<file path="src/rtl/if_fetch_stage_if.sv">
// -----------------------------------------------------------------------------
// if_fetch_stage_if
//
// Purpose: bundles the fetch stage's bus-facing signals into one interface.
//          It carries the instruction-memory request/grant/response channel,
//          the branch redirect from execute, and the valid/ready channel
//          towards decode.
//
// Modports:
//   master - the fetch stage itself (drives the memory request and the decode
//            outputs; samples grant, response, redirect and decode ready)
//   slave  - the environment (memory, execute and decode side)
//
// Signals:
//   imem_req_o     1   memory read request valid
//   imem_addr_o    32  word-aligned byte address of the request
//   imem_gnt_i     1   request accepted this cycle
//   imem_rvalid_i  1   read data valid (in-order responses)
//   imem_rdata_i   32  read data
//   redirect_i     1   taken branch from execute
//   redirect_pc_i  32  branch target (bits [1:0] ignored)
//   instr_valid_o  1   buffer head valid
//   instr_ready_i  1   decode accepts the head
//   instr_o        32  head instruction
//   instr_pc_o     32  head PC
//   op_o           7   head opcode field (instr_o[6:0])
// -----------------------------------------------------------------------------
interface if_fetch_stage_if;
   logic        imem_req_o;
   logic [31:0] imem_addr_o;
   logic        imem_gnt_i;
   logic        imem_rvalid_i;
   logic [31:0] imem_rdata_i;
   logic        redirect_i;
   logic [31:0] redirect_pc_i;
   logic        instr_valid_o;
   logic        instr_ready_i;
   logic [31:0] instr_o;
   logic [31:0] instr_pc_o;
   logic [6:0]  op_o;

   modport master (
      output imem_req_o,
      output imem_addr_o,
      input  imem_gnt_i,
      input  imem_rvalid_i,
      input  imem_rdata_i,
      input  redirect_i,
      input  redirect_pc_i,
      output instr_valid_o,
      input  instr_ready_i,
      output instr_o,
      output instr_pc_o,
      output op_o
   );

   modport slave (
      input  imem_req_o,
      input  imem_addr_o,
      output imem_gnt_i,
      output imem_rvalid_i,
      output imem_rdata_i,
      output redirect_i,
      output redirect_pc_i,
      input  instr_valid_o,
      output instr_ready_i,
      input  instr_o,
      input  instr_pc_o,
      input  op_o
   );
endinterface

</file>
<file path="src/rtl/if_fetch_stage.sv">
// -----------------------------------------------------------------------------
// if_fetch_stage
//
// Purpose: instruction fetch stage. It owns the program counter, issues one
//          word read at a time to instruction memory, and queues the returned
//          instructions in a small in-order buffer. Decode reads the head of
//          that buffer under a valid/ready handshake. A taken branch flushes
//          the buffer, discards any fetch still in flight, and restarts
//          fetching at the branch target.
//
// Parameters:
//   RESET_PC  PC loaded on reset
//   DEPTH     fetch buffer entries (power of two, >= 2)
//
// Ports:
//   clk_i        clock, all state changes on the rising edge
//   rst_i        asynchronous active-high reset
//   bus          if_fetch_stage_if.master (memory, redirect, decode channels)
//   fetch_cnt_o  (IF_PERF_CNT_EN only) number of instructions handed to decode
//   flush_cnt_o  (IF_PERF_CNT_EN only) number of redirect cycles seen
//
// Build option:
//   IF_PERF_CNT_EN  when defined, adds the two 32-bit performance counters.
// -----------------------------------------------------------------------------
module if_fetch_stage #(
   parameter logic [31:0] RESET_PC = 32'h0000_0000,
   parameter int          DEPTH    = 2
) (
   input  logic             clk_i,
   input  logic             rst_i,
   if_fetch_stage_if.master bus
`ifdef IF_PERF_CNT_EN
   ,
   output logic [31:0]      fetch_cnt_o,
   output logic [31:0]      flush_cnt_o
`endif
);

   localparam int               PTR_W   = (DEPTH > 1) ? $clog2(DEPTH) : 1;
   localparam int               CNT_W   = $clog2(DEPTH + 1);
   localparam logic [CNT_W-1:0] DEPTH_C = CNT_W'(DEPTH);

   typedef enum logic {
      IDLE,
      WAIT
   } fetch_state_t;

   fetch_state_t     state_q, state_d;
   logic [31:0]      pc_q, pc_d;
   logic [31:0]      tag_pc_q;
   logic             started_q;
   logic             drop_q, drop_d;

   logic [31:0]      fifo_pc_q    [DEPTH];
   logic [31:0]      fifo_instr_q [DEPTH];
   logic [PTR_W-1:0] rd_ptr_q, wr_ptr_q;
   logic [CNT_W-1:0] count_q;

   logic             head_valid;
   logic             grant;
   logic             resp;
   logic             push;
   logic             pop;
   logic             unused_redirect_lsbs;

   // The request depends only on registered state: fetching has started, no
   // request is outstanding and there is guaranteed room for its response.
   // Reserving the slot up front is what makes a push into a full buffer
   // impossible.
   assign head_valid       = (count_q != '0);
   assign bus.imem_req_o   = started_q && (state_q == IDLE) && (count_q < DEPTH_C);
   assign bus.imem_addr_o  = pc_q;
   assign grant            = bus.imem_req_o && bus.imem_gnt_i;
   assign resp             = (state_q == WAIT) && bus.imem_rvalid_i;
   assign push             = resp && !drop_q && !bus.redirect_i;
   assign pop              = head_valid && bus.instr_ready_i && !bus.redirect_i;

   // Decode sees the registered head entry directly, so the outputs cannot
   // change while decode is stalling.
   assign bus.instr_valid_o = head_valid;
   assign bus.instr_o       = fifo_instr_q[rd_ptr_q];
   assign bus.instr_pc_o    = fifo_pc_q[rd_ptr_q];
   assign bus.op_o          = fifo_instr_q[rd_ptr_q][6:0];

   assign unused_redirect_lsbs = ^bus.redirect_pc_i[1:0];

   // Next-state logic for the request FSM, the PC and the drop flag.
   // A grant advances the PC and moves to WAIT; a response returns to IDLE.
   // A redirect overrides the PC. If a fetch is still in flight after this
   // edge (fresh grant, or WAIT without a response yet), drop is set so its
   // response is thrown away when it arrives. A response landing in the
   // redirect cycle is discarded directly, so drop ends up clear.
   always_comb begin
      state_d = state_q;
      pc_d    = pc_q;
      drop_d  = drop_q;

      if (grant) begin
         state_d = WAIT;
         pc_d    = pc_q + 32'd4;
      end else if (resp) begin
         state_d = IDLE;
      end

      if (resp && drop_q) begin
         drop_d = 1'b0;
      end

      if (bus.redirect_i) begin
         pc_d = {bus.redirect_pc_i[31:2], 2'b00};
         if (grant) begin
            drop_d = 1'b1;
         end else if ((state_q == WAIT) && !bus.imem_rvalid_i) begin
            drop_d = 1'b1;
         end else begin
            drop_d = 1'b0;
         end
      end
   end

   // Control state registers. started holds off the first request until one
   // full cycle after reset is released. The granted address is kept as the
   // tag for the response, because pc has already moved on by then.
   always_ff @(posedge clk_i or posedge rst_i) begin
      if (rst_i) begin
         state_q   <= IDLE;
         pc_q      <= RESET_PC;
         tag_pc_q  <= '0;
         started_q <= 1'b0;
         drop_q    <= 1'b0;
      end else begin
         state_q   <= state_d;
         pc_q      <= pc_d;
         drop_q    <= drop_d;
         started_q <= 1'b1;
         if (grant) begin
            tag_pc_q <= pc_q;
         end
      end
   end

   // In-order fetch buffer. A redirect empties it by resetting the pointers,
   // and that takes precedence over any push or pop in the same cycle. The
   // storage is cleared on reset so the decode outputs read zero while empty.
   always_ff @(posedge clk_i or posedge rst_i) begin
      if (rst_i) begin
         for (int i = 0; i < DEPTH; i++) begin
            fifo_pc_q[i]    <= '0;
            fifo_instr_q[i] <= '0;
         end
         rd_ptr_q <= '0;
         wr_ptr_q <= '0;
         count_q  <= '0;
      end else if (bus.redirect_i) begin
         rd_ptr_q <= '0;
         wr_ptr_q <= '0;
         count_q  <= '0;
      end else begin
         if (push) begin
            fifo_pc_q[wr_ptr_q]    <= tag_pc_q;
            fifo_instr_q[wr_ptr_q] <= bus.imem_rdata_i;
            wr_ptr_q               <= wr_ptr_q + PTR_W'(1);
         end
         if (pop) begin
            rd_ptr_q <= rd_ptr_q + PTR_W'(1);
         end
         if (push && !pop) begin
            count_q <= count_q + CNT_W'(1);
         end else if (pop && !push) begin
            count_q <= count_q - CNT_W'(1);
         end
      end
   end

`ifdef IF_PERF_CNT_EN
   // Free-running performance counters that wrap naturally at 2^32. Only real
   // handoffs to decode are counted; a pop cancelled by a redirect is not.
   always_ff @(posedge clk_i or posedge rst_i) begin
      if (rst_i) begin
         fetch_cnt_o <= '0;
         flush_cnt_o <= '0;
      end else begin
         if (pop) begin
            fetch_cnt_o <= fetch_cnt_o + 32'd1;
         end
         if (bus.redirect_i) begin
            flush_cnt_o <= flush_cnt_o + 32'd1;
         end
      end
   end
`endif

endmodule

</file>
<file path="src/flat_wrapper.sv">
// flat-port wrapper written by rule: the top's interface ports become plain ports
module if_fetch_stage_flat 
#(
   parameter logic [31:0] RESET_PC = 32'h0000_0000,
   parameter int          DEPTH    = 2
)
  (clk_i, rst_i, bus_imem_req_o, bus_imem_addr_o, bus_imem_gnt_i, bus_imem_rvalid_i, bus_imem_rdata_i, bus_redirect_i, bus_redirect_pc_i, bus_instr_valid_o, bus_instr_ready_i, bus_instr_o, bus_instr_pc_o, bus_op_o);
  if_fetch_stage_if bus_i ();
  input  logic clk_i;
  input  logic rst_i;
  output wire logic [$bits(bus_i.imem_req_o)-1:0] bus_imem_req_o;
  output wire logic [$bits(bus_i.imem_addr_o)-1:0] bus_imem_addr_o;
  input wire logic [$bits(bus_i.imem_gnt_i)-1:0] bus_imem_gnt_i;
  input wire logic [$bits(bus_i.imem_rvalid_i)-1:0] bus_imem_rvalid_i;
  input wire logic [$bits(bus_i.imem_rdata_i)-1:0] bus_imem_rdata_i;
  input wire logic [$bits(bus_i.redirect_i)-1:0] bus_redirect_i;
  input wire logic [$bits(bus_i.redirect_pc_i)-1:0] bus_redirect_pc_i;
  output wire logic [$bits(bus_i.instr_valid_o)-1:0] bus_instr_valid_o;
  input wire logic [$bits(bus_i.instr_ready_i)-1:0] bus_instr_ready_i;
  output wire logic [$bits(bus_i.instr_o)-1:0] bus_instr_o;
  output wire logic [$bits(bus_i.instr_pc_o)-1:0] bus_instr_pc_o;
  output wire logic [$bits(bus_i.op_o)-1:0] bus_op_o;
  assign bus_imem_req_o = bus_i.imem_req_o;
  assign bus_imem_addr_o = bus_i.imem_addr_o;
  assign bus_i.imem_gnt_i = bus_imem_gnt_i;
  assign bus_i.imem_rvalid_i = bus_imem_rvalid_i;
  assign bus_i.imem_rdata_i = bus_imem_rdata_i;
  assign bus_i.redirect_i = bus_redirect_i;
  assign bus_i.redirect_pc_i = bus_redirect_pc_i;
  assign bus_instr_valid_o = bus_i.instr_valid_o;
  assign bus_i.instr_ready_i = bus_instr_ready_i;
  assign bus_instr_o = bus_i.instr_o;
  assign bus_instr_pc_o = bus_i.instr_pc_o;
  assign bus_op_o = bus_i.op_o;
  if_fetch_stage #(.RESET_PC(RESET_PC), .DEPTH(DEPTH)) u_core (.clk_i(clk_i), .rst_i(rst_i), .bus(bus_i));
endmodule
</file>
<file path="config.mk">
export PLATFORM = sky130hd
export DESIGN_NAME = if_fetch_stage_flat
export DESIGN_NICKNAME = d
export VERILOG_FILES = /design/src/rtl/if_fetch_stage_if.sv /design/src/rtl/if_fetch_stage.sv /design/src/flat_wrapper.sv
export SDC_FILE = /design/constraint.sdc
export NUM_CORES = 1
export LEC_CHECK = 0
export BUFFER_PORTS_ARGS = -buffer_cell sky130_fd_sc_hd__buf_2
export CAP_MARGIN = 20
export CORE_ASPECT_RATIO = 1.5
export CORE_MARGIN = 1.5
export CORE_UTILIZATION = 50
export CTS_BUF_LIST = sky130_fd_sc_hd__clkbuf_8
export DETAILED_ROUTE_END_ITERATION = 16
export GPL_TIMING_DRIVEN = 0
export PLACE_DENSITY_LB_ADDON = 0.25
export REMOVE_ABC_BUFFERS = 1
export SLEW_MARGIN = 30
export SYNTH_ARGS = -nofsm -noshare
export SYNTH_HDL_FRONTEND = slang
export SYNTH_SLANG_ARGS = --single-unit
export TNS_END_PERCENT = 30
</file>
<file path="constraint.sdc">
create_clock -name clk_i -period 17.4 [get_ports clk_i]
set_input_delay 0.87 -clock clk_i [delete_from_list [all_inputs] [get_ports clk_i]]
set_output_delay 0.87 -clock clk_i [all_outputs]
set_load 0.02 [all_outputs]
</file>
* Word-level counts from Yosys, hierarchy flattened *
Cells that the tools add are included.

storage, ports and cells
  flip-flop bits (word level) = 199
  latch bits = 0
  bits in writable memories = 0
  memory bits (read-only) = 0
  input port bits = 70
  output and inout port bits = 105
  word-level logic and storage cells = 76
  memories kept = 0

operators by class
  add/sub/neg operators = 5
  multipliers = 0
  divide/modulo/power cells = 0
  order comparisons = 4
  eq/ne operators = 0
  shift-type cells = 0
  multiplexer cells = 25
  bitwise operators = 4
  reduce and logical (&&, ||, !) cells = 26

operators by type and width
  cell                                                        count
  two-way mux 32 bit                                          9
  bitwise mux 64 bit                                          2
  adder 32 x 3 -> 32 bit, second input constant               1
  demux 32 bit (select 1 bit)                                 1
  logical AND 1 bit                                           13
  nonzero test 2 bit                                          6
  two-way mux 1 bit                                           10
  two-way mux 2 bit                                           3
  logical NOT 1 bit                                           5
  >= comparator 2 bit, second input constant                  2
  inverter 1 -> 2 bit                                         2
  nonzero test 3 bit                                          1
  adder 1 bit, second input constant                          2
  adder 2 x 1 -> 2 bit, second input constant                 1
  less-than comparator 2 x 1 -> 1 bit, second input constant  1
  less-than comparator 2 bit, second input constant           1
  inverter 1 bit                                              2
  AND reduction 2 bit                                         1
  subtractor 2 x 1 -> 2 bit, second input constant            1

* Longest topological paths before layout *
Gate-level depths: netlist of the first run.

  depth in word-level cells = 8
  depth in mapped cells = 6

* Worst setup path before layout of the first run *
No wires, ideal clock.

  kind = reg-to-output
  start = register u_core.rd_ptr_q
  end = output port bus_op_o[3]
  arrival time = 1527 ps
  data required time = 16530 ps
  slack = 15003 ps
  cell stages (with the launch flop) = 5
  path through = dfrtp_1 > clkbuf_1 > buf_1 > mux2_2 > buf_4

on the way
  cells in the longest elaborated chain, start to end = 4

ends and longest elaborated chain
  item                                                   line                   text
  start: declaration                                     if_fetch_stage.sv:56   logic [PTR_W-1:0] rd_ptr_q, wr_ptr_q;
  start signal: assignment                               if_fetch_stage.sv:165  rd_ptr_q <= rd_ptr_q + PTR_W'(1);
  inverter 1 -> 2 bit                                    --
  two-way mux 32 bit                                     --
  two-way mux 32 bit (not written as such) (2 in a row)  if_fetch_stage.sv:83   assign bus.op_o = fifo_instr_q[rd_ptr_q][6:0];
  end: declaration                                       flat_wrapper.sv:22     output wire logic [$bits(bus_i.op_o)-1:0] bus_op_o;

Every way passes these cells. The select of a mux whose other input is x is not followed.

* Worst setup path after layout of the first run *
  start = register u_core.rd_ptr_q
  end = output port bus_instr_o[1]

on the way
  cells in the longest elaborated chain, start to end = 4

ends and longest elaborated chain
  item                                       line                  text
  inverter 1 -> 2 bit (not written as such)  if_fetch_stage.sv:81  assign bus.instr_o = fifo_instr_q[rd_ptr_q];
  two-way mux 32 bit (not written as such)   if_fetch_stage.sv:81
  two-way mux 32 bit (2 in a row)            --
  end: declaration                           flat_wrapper.sv:20    output wire logic [$bits(bus_i.instr_o)-1:0] bus_instr_o;

Every way passes these cells. The select of a mux whose other input is x is not followed.

==> results of run 1 <==
metal layers:
layer  wire (um)  track usage [%]  share of wire, %
met5           0                0                 0
met2       10500             38.7                53
met4         541             9.62               2.7
met1        7610             25.9                39
met3        1070             4.95               5.5
cells in the mapped netlist, types with 2 or more instances:
library cell / n
a311oi_1: 3
a31oi_1: 13
and2_1: 5
and4_1: 4
buf_1: 2
buf_2: 9
buf_4: 11
clkbuf_1: 30
conb_1: 2
dfrtp_1: 191
inv_1: 6
mux2_2: 186
mux2i_1: 2
nand2_1: 112
nand3_1: 12
nand3b_1: 2
nand4_1: 12
nor2_1: 23
nor2b_1: 2
nor3_1: 2
nor4_1: 3
o211ai_1: 3
o21ai_0: 21
o311ai_0: 4
o31ai_1: 7
or2_2: 6
or3_1: 5
or3_2: 2
or3b_2: 2
or4_1: 9
or4_4: 2
xnor2_1: 5
xor2_1: 7
report_power, final:
part / total (W) / leakage (nW) / switching, W / internal, W
registers: 0.000612 / 2.44 / 0.0000650 / 0.000547
logic: 0.000398 / 2.31 / 0.000213 / 0.000185
clock network: 0.000280 / 0.184 / 0.000160 / 0.000119
state kept, by name, summed over array words and instances (netlist names):
name and flops:
u_core.bus.imem_addr_o 30, u_core.count_q 2, u_core.drop_q 1, u_core.fifo_instr_q 64, u_core.fifo_pc_q 60, u_core.rd_ptr_q 1
u_core.started_q 1, u_core.state_q 1, u_core.tag_pc_q 30, u_core.wr_ptr_q 1
path summary, 6_finish.rpt:
kind,start,endpoint,cells after the start
worst max-delay path,u_core.rd_ptr_q$_DFFE_PP0P_,bus_instr_o[1],3
worst min-delay path,rst_i,u_core.fifo_instr_q[1]$_DFFE_PP0P_,2
worst max register to register,u_core.state_q$_DFFE_PP0P_,u_core.bus.imem_addr_o[24]$_DFFE_PP0P_,6
worst min register to register,u_core.tag_pc_q[31]$_DFFE_PP0P_,u_core.tag_pc_q[31]$_DFFE_PP0P_,2
max in group asynchronous,rst_i,u_core.rd_ptr_q$_DFFE_PP0P_,3
min in group clk_i,u_core.tag_pc_q[31]$_DFFE_PP0P_,u_core.tag_pc_q[31]$_DFFE_PP0P_,2
kinds of logic after synthesis:
kind of cell    Yosys count
buf+inv                  59
simple gates            209
flops                   191
other cells               2
xor+xnor                 12
compound gates           58
mux                     188
fa+ha+maj                 1
metrics by stage:
step,cell area (um2),hold WS [ns]
CTS,10200,0.349
global route,10200,0.356
floorplan,8460,0.459
global placement,9560,0.475
detailed placement,9840,0.486
finish,10200,0.376
area by class of cell:
cell class,count,area (um2)
fillers,1415,6690
flip-flops and latches,191,4780
multi-input cells,473,3690
repair buffers,182,1060
well taps,210,263
clock buffers,18,248
clock inverters,14,134
inverters,7,33.8
==> results.ini, run 1 <==
[layout]
nNetsFinal=943
final_common_cell=dfrtp_1
postLayoutCoreUtil_pct=60.4
layout_common_cells=dfrtp_1 (190), mux2_2 (186), buf_2 (168), nand2_1 (111), nor2_1 (23)
layout-drive-gt1-share_pct=47.5
area_delta_synth_final_pct=17.5
antenna_cells=0
final-instance-count-excl-fill=1095

[route]
via_count=6204
ant_nets=0
viasPerCell=5.67
first_pass_iters=5
drc=0
drt-initial-drc-count=256
drt_wl_total_um=19700
wl_per_cell_um=18.0

[power]
pwr_density_cell_nw_per_um2=126
finalPower_w=0.00129
irDropWorstVdd_mv=0.0644
p_leak_nw=4.93

[global_route]
grt-ovfl-total=0
antenna_found_initial=0
track_usage_pct=22.0
grt_pass1_wl_um=31900
grt_max_degree=86
grt_pass1_vias=6355

[clock_tree]
cts_resized=0
clk_path_buf_depth=2
clk_latency_ns=0.46
post_cts_buffers=0
clk_pin_slew_worst_paths_ns=0.10
tritoncts=built
cts_buffers=17
clockRootBuffer=clkbuf_8
cts_sinks=191
htreeDepth=4
postCtsHoldBufs=0

[yosys]
synth_area_um2=8690
synth_top_family_by_area=multiplexers
syn_area_per_cell_um2=12.1
yosys.area_share.simple_pct=11.6
synth-main-ff-cell=dfrtp_1
yosys-top-cells-area=dfrtp_1 (55%), mux2_2 (24%), nand2_1 (4.8%)
ys_seq_area_share_pct=55.0
synthCells=720
synth_fa_ha_area_share_pct=0.144
ys_warn_count=0
yosys.area_share.xor_xnor_pct=1.21
yosysTopAreaCell=dfrtp_1
synth_compound_area_share_pct=4.45
yosysTopAreaCellShare_pct=55.0
synthMuxAreaShare_pct=24.3
synth.distinct_cells=48
async_reset_ff_share_pct=100
synth_seq_cells=191
synth_edf_count=0

[die]
die_x_um=111
die_h_um=164
die_area_um2=18200
io_pins=175
rows=58
coreArea_um2=16900
start_util_pct=51.4

[run]
maxCapViolations=0

[sta]
fin_ws_ns=14.49
slew_headroom_pct=39.2
fin_crit_sh_pct=16.7
rsz0062_at_grt=false
worst_pin_slew_ns=0.912
final-setup-viol-count=0
fmax_mhz=344
finalCriticalPeriod_ns=2.91
setup-tns-final_ns=0
drv_slew=0
hold_viol_final=0
clock_skew_ns=0.0139

[setup_path]
cp_top_family=flip-flops
crit_slowest_cell=dfrtp_4
crit_buf_inv=2
reg2reg_slack_ns=14.52
cp_max_fo=32
critPathLaunchType=flip-flop
end_kind=primary output
required_ns=16.53
crit_chain=buf_12, mux2_2, buf_2
arrival_ns=2.04
critical-path-max-stage-delay_ns=0.74
path_class=reg -> out

[placement]
dp_slack_ns=14.09
gp_congestion=0.875
dp_hpwl_um=13900
io_buffer_count=168
dp_cells=1063

[status]
status=finished clean

[hold_path]
hold_path.class=in -> async

Power figures use the tool's default switching activity.
==> run 2, diff against run 1 <==
==> constraint.sdc (replaced) <==
create_clock -name clk_i -period 2.85 [get_ports clk_i]
set_input_delay 0.1425 -clock clk_i [delete_from_list [all_inputs] [get_ports clk_i]]
set_output_delay 0.1425 -clock clk_i [all_outputs]
set_load 0.02 [all_outputs]
==> run 2 against run 1 <==
Flip-flop and latch count is the same. Register-to-register slack lost 14 ns. Core utilization grew 4.0 points. Sequential share of layout area shrank 2.9 points. Die area is the same. Global-route usage grew 0.91 points. Count of clock-buffer cells in the layout is the same. Sequential power grew to 6.1 times the previous value. Via count grew 4.0%. Non-clock buffer count grew 68. Wire length grew 3.6%. Worst hold slack lost 0.33 ns.
==> results.ini, run 2 (synthesized netlist as in run 1, its figures left out) <==
[status]
status=finished clean

[global_route]
antenna_found_initial=0
grt_max_degree=86
grt-ovfl-total=0
gr-usage-met2_pct=41.1
track_usage_pct=22.9
busiest_layer=met2
grt_util_met1_pct=27.1
grt_pass1_vias=6650
grt_pass1_wl_um=33300
use_met3_pct=4.40

[sta]
hold_viol_final=0
rsz0062_at_grt=false
setup-tns-final_ns=0
final-setup-viol-count=0
fmax_mhz=386
clock_skew_ns=0.0147
drv_slew=0
fin_ws_ns=0.261
finalCriticalPeriod_ns=2.59
slew_headroom_pct=37.7
fin_crit_sh_pct=90.9
worst_pin_slew_ns=0.934

[power]
power_frac_clock_pct=21.5
p_switching_w=0.00270
p_sw_share_pct=33.9
p_leak_nw=5.23
finalPower_w=0.00795
pwr_density_cell_nw_per_um2=730
combPwrFrac_pct=31.6
intPower_w=0.00525
seq_power_share_pct=47.0
irDropWorstVdd_mv=0.383

[placement]
dp_hpwl_um=13900
dp_slack_ns=-0.00304
io_buffer_count=168
gp_congestion=0.875

[setup_path]
startpoint=u_core.count_q[1]$_DFFE_PP0P_
critPathLaunchType=flip-flop
path_class=reg -> reg
cp_max_fo=11
worstReg2RegStart=u_core.count_q[1]$_DFFE_PP0P_
crit_chain=nor4bb_4, buf_6, buf_6, and4_1, a311oi_1, or3b_2
cp_top_family=simple AND/OR/NAND/NOR gates
required_ns=3.18
end_kind=flip-flop
critical-path-max-stage-delay_ns=0.52
crit_slowest_cell=nor4bb_4
arrival_ns=2.92
cp_common_cell=buf_6
crit_buf_inv=2

[die]
rows=58
die_x_um=111
coreArea_um2=16900
start_util_pct=51.4
die_area_um2=18200
io_pins=175
die_h_um=164

[route]
viasPerCell=5.55
drt_wl_total_um=20400
via_count=6454
wl_per_cell_um=17.6
first_pass_iters=4
drc=0
ant_nets=0
drt-initial-drc-count=307

[hold_path]
hold_path.class=in -> reg
min_from=bus_redirect_pc_i[22]

[clock_tree]
cts_resized=0
tritoncts=built
htreeDepth=4
clk_latency_ns=0.46
cts_buffers=17
clk_path_buf_depth=2
clockRootBuffer=clkbuf_8
clk_pin_slew_worst_paths_ns=0.09
cts_sinks=191

[layout]
area_delta_synth_final_pct=25.4
largest_registers=u_core.fifo_instr_q (64), u_core.fifo_pc_q (60)
nNetsFinal=1011
fillers=1328
largest_register_ffs=64
final_common_cell=dfrtp_1
layout_common_cells=dfrtp_1 (190), mux2_2 (186), buf_2 (168), nand2_1 (111), dlygate4sd3_1 (63)
antenna_cells=0
layout-drive-gt1-share_pct=44.6
top_register=u_core.fifo_instr_q

[run]
maxCapViolations=0

[run 2: changes by cell type in the layout (fill, tap and decap cells not counted)]
cell / change
dlygate4sd3_1: +63
buf_4: +4
buf_12: +1
[run 2: final cells by class]
type	instances	area (um2)	share of cell area [%]
Tap cell	210	263	2.41
Multi-Input combinational cell	473	3690	33.9
Sequential cell	191	4780	43.9
Clock inverter	14	134	1.23
Clock buffer	18	248	2.27
Timing Repair Buffer	250	1740	16.0
Inverter	7	33.8	0.310
[run 2: stage by stage]
stage | utilization (%) | cell area [um2] | hold WS (ns) | std cells
floorplan | - | 8460 | 0.209 | 671
global placement | 56.5 | 9560 | 0.353 | 1049
detailed placement | 58.2 | 9840 | 0.137 | 1063
CTS | 64.2 | 10800 | 0.00337 | 1158
global route | 64.5 | 10900 | 0.00770 | 1163
finish | 64.5 | 10900 | 0.0430 | 1163
[run 2: worst paths after layout]
kind                                                           to  slack (ns)  cells after the start
max in group asynchronous             u_core.rd_ptr_q$_DFFE_PP0P_        1.93                      4
setup reg to reg           u_core.bus.imem_addr_o[26]$_DFFE_PP0P_        0.26                      6
hold reg to reg                   u_core.tag_pc_q[31]$_DFFE_PP0P_        0.51                      2
hold / removal             u_core.bus.imem_addr_o[22]$_DFFE_PP0P_        0.04                      3
min in group asynchronous      u_core.fifo_instr_q[1]$_DFFE_PP0P_        0.20                      3
setup / recovery           u_core.bus.imem_addr_o[26]$_DFFE_PP0P_        0.26                      6
[run 2: what timing repair did]
action / CTS / global route
setup buffers: 0 / 5
setup endpoints to repair: 0 / 10
hold buffers: 63 / 0
hold endpoints to repair: 171 / 0
[run 2: tightest hold or removal path, stage by stage]
cell	delay, ns
buf_2	0.07
and2_1	0.12
a311o_1	0.12
[run 2: power groups by stage]
stage,combinational (W),clock [W],sequential [W]
final,0.00251,0.00171,0.00373
after global routing,0.00270,0.00189,0.00383
after CTS,0.00253,0.00177,0.00374
after detailed placement,0.00246,0,0.00380
after global placement,0.00237,0,0.00373
after floorplan,0.00169,0,0.00371
[run 2: layer usage]
metal,vias to the layer above,share of wire [%]
met5,-,0
met1,3224,39
met4,0,2.9
met3,37,4.6
met2,219,54
li1,2974,-
